File: src/rtl/av_frame_ctrl.sv
// Serial frame receiver: start-bit detect, DATA_W data bits MSB first at BIT_CYCLES clocks
// per bit, stop-bit check, and a valid/ready output word with framing and overrun pulses.
//
// state | meaning
// IDLE  | waiting for a 0->1 transition on iSignal
// DATA  | sampling data bits at the end of each bit period
// STOP  | sampling the stop bit, then deliver, drop or flag the frame
module av_frame_ctrl #(
   parameter int DATA_W     = 8,
   parameter int BIT_CYCLES = 1
) (
   input  logic              iClk,
   input  logic              iReset,
   input  logic              iSignal,
   input  logic              iReady,
   output logic [DATA_W-1:0] oVector,
   output logic              oValid,
   output logic              oBusy,
   output logic              oFrameErr,
   output logic              oOverrun
);

   localparam int CW = (BIT_CYCLES > 1) ? $clog2(BIT_CYCLES) : 1;
   localparam int BW = (DATA_W > 1) ? $clog2(DATA_W) : 1;

   typedef enum logic [1:0] {IDLE, DATA, STOP} state_t;

   state_t            state;
   logic              prev;
   logic [DATA_W-1:0] shiftReg;
   logic [BW-1:0]     bitCnt;
   logic [CW-1:0]     cycCnt;
   logic              cycLast;
   logic              bitLast;

   assign cycLast = (cycCnt == CW'(BIT_CYCLES - 1));
   assign bitLast = (bitCnt == BW'(DATA_W - 1));

   always_ff @(posedge iClk) begin
      if (iReset) begin
         state     <= IDLE;
         prev      <= 1'b1;
         shiftReg  <= '0;
         bitCnt    <= '0;
         cycCnt    <= '0;
         oVector   <= '0;
         oValid    <= 1'b0;
         oBusy     <= 1'b0;
         oFrameErr <= 1'b0;
         oOverrun  <= 1'b0;
      end else begin
         prev      <= iSignal;
         oFrameErr <= 1'b0;
         oOverrun  <= 1'b0;
         // a load in STOP below overrides this clear at the same edge
         if (oValid && iReady)
            oValid <= 1'b0;

         case (state)
            IDLE: begin
               if (iSignal && !prev) begin
                  state  <= DATA;
                  cycCnt <= '0;
                  bitCnt <= '0;
                  oBusy  <= 1'b1;
               end
            end
            DATA: begin
               if (cycLast) begin
                  cycCnt   <= '0;
                  shiftReg <= (shiftReg << 1) | DATA_W'(iSignal);
                  if (bitLast) begin
                     bitCnt <= '0;
                     state  <= STOP;
                  end else begin
                     bitCnt <= bitCnt + 1'b1;
                  end
               end else begin
                  cycCnt <= cycCnt + 1'b1;
               end
            end
            STOP: begin
               if (cycLast) begin
                  cycCnt <= '0;
                  state  <= IDLE;
                  oBusy  <= 1'b0;
                  if (iSignal) begin
                     oFrameErr <= 1'b1;
                  end else if (!oValid || iReady) begin
                     oVector <= shiftReg;
                     oValid  <= 1'b1;
                  end else begin
                     oOverrun <= 1'b1;
                  end
               end else begin
                  cycCnt <= cycCnt + 1'b1;
               end
            end
            default: begin
               state <= IDLE;
               oBusy <= 1'b0;
            end
         endcase
      end
   end

endmodule

File: config.mk
export PLATFORM = sky130hd
export DESIGN_NAME = av_frame_ctrl
export DESIGN_NICKNAME = d
export VERILOG_FILES = /design/src/rtl/av_frame_ctrl.sv
export SDC_FILE = /design/constraint.sdc
export NUM_CORES = 1
export LEC_CHECK = 0
export ABC_AREA = 1
export BUFFER_PORTS_ARGS = -buffer_cell sky130_fd_sc_hd__buf_2
export CAP_MARGIN = 20
export CELL_PAD_IN_SITES_DETAIL_PLACEMENT = 0
export CELL_PAD_IN_SITES_GLOBAL_PLACEMENT = 2
export CORE_MARGIN = 2
export CORE_UTILIZATION = 34
export CTS_CLUSTER_SIZE = 25
export DETAILED_ROUTE_END_ITERATION = 10
export MAX_ROUTING_LAYER = met4
export PLACE_DENSITY_LB_ADDON = 0.08
export SLEW_MARGIN = 20
export SYNTH_ARGS = -nofsm -noshare
export SYNTH_HDL_FRONTEND = slang
export SYNTH_SLANG_ARGS = --single-unit
File: constraint.sdc
create_clock -name iClk -period 1.6 [get_ports iClk]
set_input_delay 0.16 -clock iClk [delete_from_list [all_inputs] [get_ports iClk]]
set_output_delay 0.16 -clock iClk [all_outputs]
set_load 0.03 [all_outputs]
==> results.yml <==
status:
  status: "finished with violations"
  violations: "design-rule violations"
cts:
  clk_pin_slew_ps: 140
  cts_buffers: 3
  cts_setup_buffers: 0
  cts_sinks: 26
  clk-insertion-delay-late_ps: 310
  cts_resized: 0
  cts_tree: "yes"
  root_buffer: "clkbuf_4"
  htreeDepth: 1
  clockBufferDepth: 2
  holdBufCountCts: 0
sta:
  tightest_slew_ps: 340
  slew_headroom: 0.773
  fin_skew_ps: 5.64
  finalCritPeriodShare: 0.771
  setup_ws_ps: 366
  max_freq_mhz: 811
  finalHoldViolations: 0
  report.final.slew_viol_count: 0
  setup_tns_ps: 0
  rsz0062_at_grt: "false"
  setup_viol: 0
  hold_slack_ps: 88.9
  min_period_ps: 1230
yosys:
  mappedNetlistNets: 131
  ys_types: 23
  syn_area_per_cell_um2: 8.16
  syn_area_um2: 1020
  ys_seq_area_frac: 0.510
  synth-seq-cells: 26
  ys_warn_count: 0
  netlist_instances: 125
setup_path:
  worst-path-max-fanout: 21
  worstPathRequired_ps: 1860
  cp-start-kind: "flop"
  end_kind: "flop"
  worst_ep_arrival_time_ps: 1500
  r2r_cells: 4
  worst-setup-path-type: "reg2reg"
detailed_routing:
  wire_per_inst_um: 10.8
  vias: 801
  drc: 2
  dr.pass1.iters: 7
  drt_iter0_drc: 36
  antenna_left: 0
  routed_via_density: 4.71
  drt_wl_total_mm: 1.84
power:
  ir_drop_v: 0.000314
  leakage_nw: 0.491
  power.density_nw_per_um2: 978
layout:
  area_delta_synth_final_pct: 11.2
  drive_above_1_share: 0.201
  insertedDiodeCount: 0
  fin_nets: 146
floorplanning:
  die-width_um: 58.8
  start_util: 0.364
  core_um2: 2810
  rows: 19
  top_level_ports: 16
  die_area_um2: 3450
  fp.dieH_um: 58.8
grt:
  overflow: 0
  antenna_found_initial: 0
  grt_pass1_vias: 713
  grt_pass1_wl_mm: 3.11
  grt_usage: 0.122
  grt_max_degree: 22
placement:
  finalWeightedCongestion: 0.714
  post-place-ws_ps: 426
  place.detailed.hpwl_mm: 1.37
  port_buffers: 15
hold_path:
  hp-class: "in2reg"
  hold_depth: 2
job:
  cap_violations: 0
layer usage:
layer,part of all wire,GRT usage,vias to the layer above
li1,-,-,433
met4,0.012,0.0584,0
met1,0.53,0.175,349
met5,0,-,-
met2,0.41,0.165,17
met3,0.047,0.0198,2
power by group:
part	internal [mW]	switching (mW)	leakage, nW
Combinational	0.0309	0.0694	0.259
Sequential	0.671	0.0125	0.211
Clock	0.139	0.185	0.0210
worst max-delay path: stages, from the launching register on:
cell and delay (ps):
dfxtp_1 470, nand2_2 260, nor2_2 230, nand2_1 90, a21oi_2 130
path summary, 6_finish.rpt:
path                                  from                       end  slack (ps)
setup / recovery     state[0]$_SDFFE_PP0P_    bitCnt[1]$_SDFFE_PP0P_         370
hold / removal                      iReset    bitCnt[1]$_SDFFE_PP0P_          90
setup reg to reg     state[0]$_SDFFE_PP0P_    bitCnt[1]$_SDFFE_PP0P_         370
hold reg to reg   shiftReg[7]$_SDFFE_PP0N_  shiftReg[7]$_SDFFE_PP0N_         470
flip-flops by register name, summed over array words and instances, names as in the netlist:
name / flops
shiftReg: 8
prev: 1
oBusy: 1
state: 2
oVector: 8
oOverrun: 1
oValid: 1
bitCnt: 3
oFrameErr: 1
synth_stat cells:
cell / count / area share
dfxtp_1: 26 / 0.51
nor2_1: 20 / 0.074
inv_1: 13 / 0.048
nand2_1: 13 / 0.048
a21oi_1: 11 / 0.054
o21ai_0: 10 / 0.049
nand4_1: 8 / 0.049
nand3_1: 4 / 0.020
buf_2: 2 / 0.0098
buf_6: 2 / 0.022
ha_1: 2 / 0.025
inv_2: 2 / 0.0074
nor2_2: 2 / 0.012
a21boi_1: 1 / 0.0074
a21oi_2: 1 / 0.0086
buf_4: 1 / 0.0074
clkbuf_1: 1 / 0.0037
nand2_2: 1 / 0.0061
nand3_2: 1 / 0.0098
nand3b_1: 1 / 0.0074
nor2_4: 1 / 0.011
nor3_1: 1 / 0.0049
nor4_1: 1 / 0.0061
logic make-up after synthesis:
| group | after synthesis | share of synthesized area |
|---|---|---|
| AND/OR/NAND/NOR | 53 | 0.248 |
| flip-flops | 26 | 0.510 |
| AO/OA/AOI/OAI | 23 | 0.119 |
| buffers and inverters | 21 | 0.0982 |
| adder cells (fa/ha/maj) | 2 | 0.0245 |
stage by stage:
stage               std cells  area, µm²   util  power [mW]
finish                    170       1130  0.404        1.11
global route              170       1130  0.404        1.17
CTS                       170       1130  0.404        1.13
detailed placement        166       1100  0.391       0.800
global placement          166       1100  0.391       0.798
floorplan                 125       1020      -       0.780
cells in the final DEF, fill, tap and decap left out:
cell type / instances
nand3_1: 4
ha_1: 2
nor3_1: 1
nand3_2: 1
nand2_2: 1
clkbuf_8: 1
a21oi_2: 1
clkbuf_4: 3
nand4_1: 8
o21ai_0: 10
dfxtp_1: 26
buf_2: 15
nand3b_1: 1
buf_4: 1
nor4_1: 1
nand2_1: 13
a21oi_1: 11
inv_2: 2
nor2_2: 2
nor2_4: 1
nor2_1: 20
inv_1: 13
a21boi_1: 1
layout make-up:
type / count / area (µm²)
clock buffer: 4 / 36.3
inverter: 15 / 56.3
tap: 31 / 38.8
fill: 317 / 1670
timing repair buffer: 16 / 82.6
multi-input combinational: 78 / 399
sequential: 26 / 520
(Power assumes the default switching activity.)
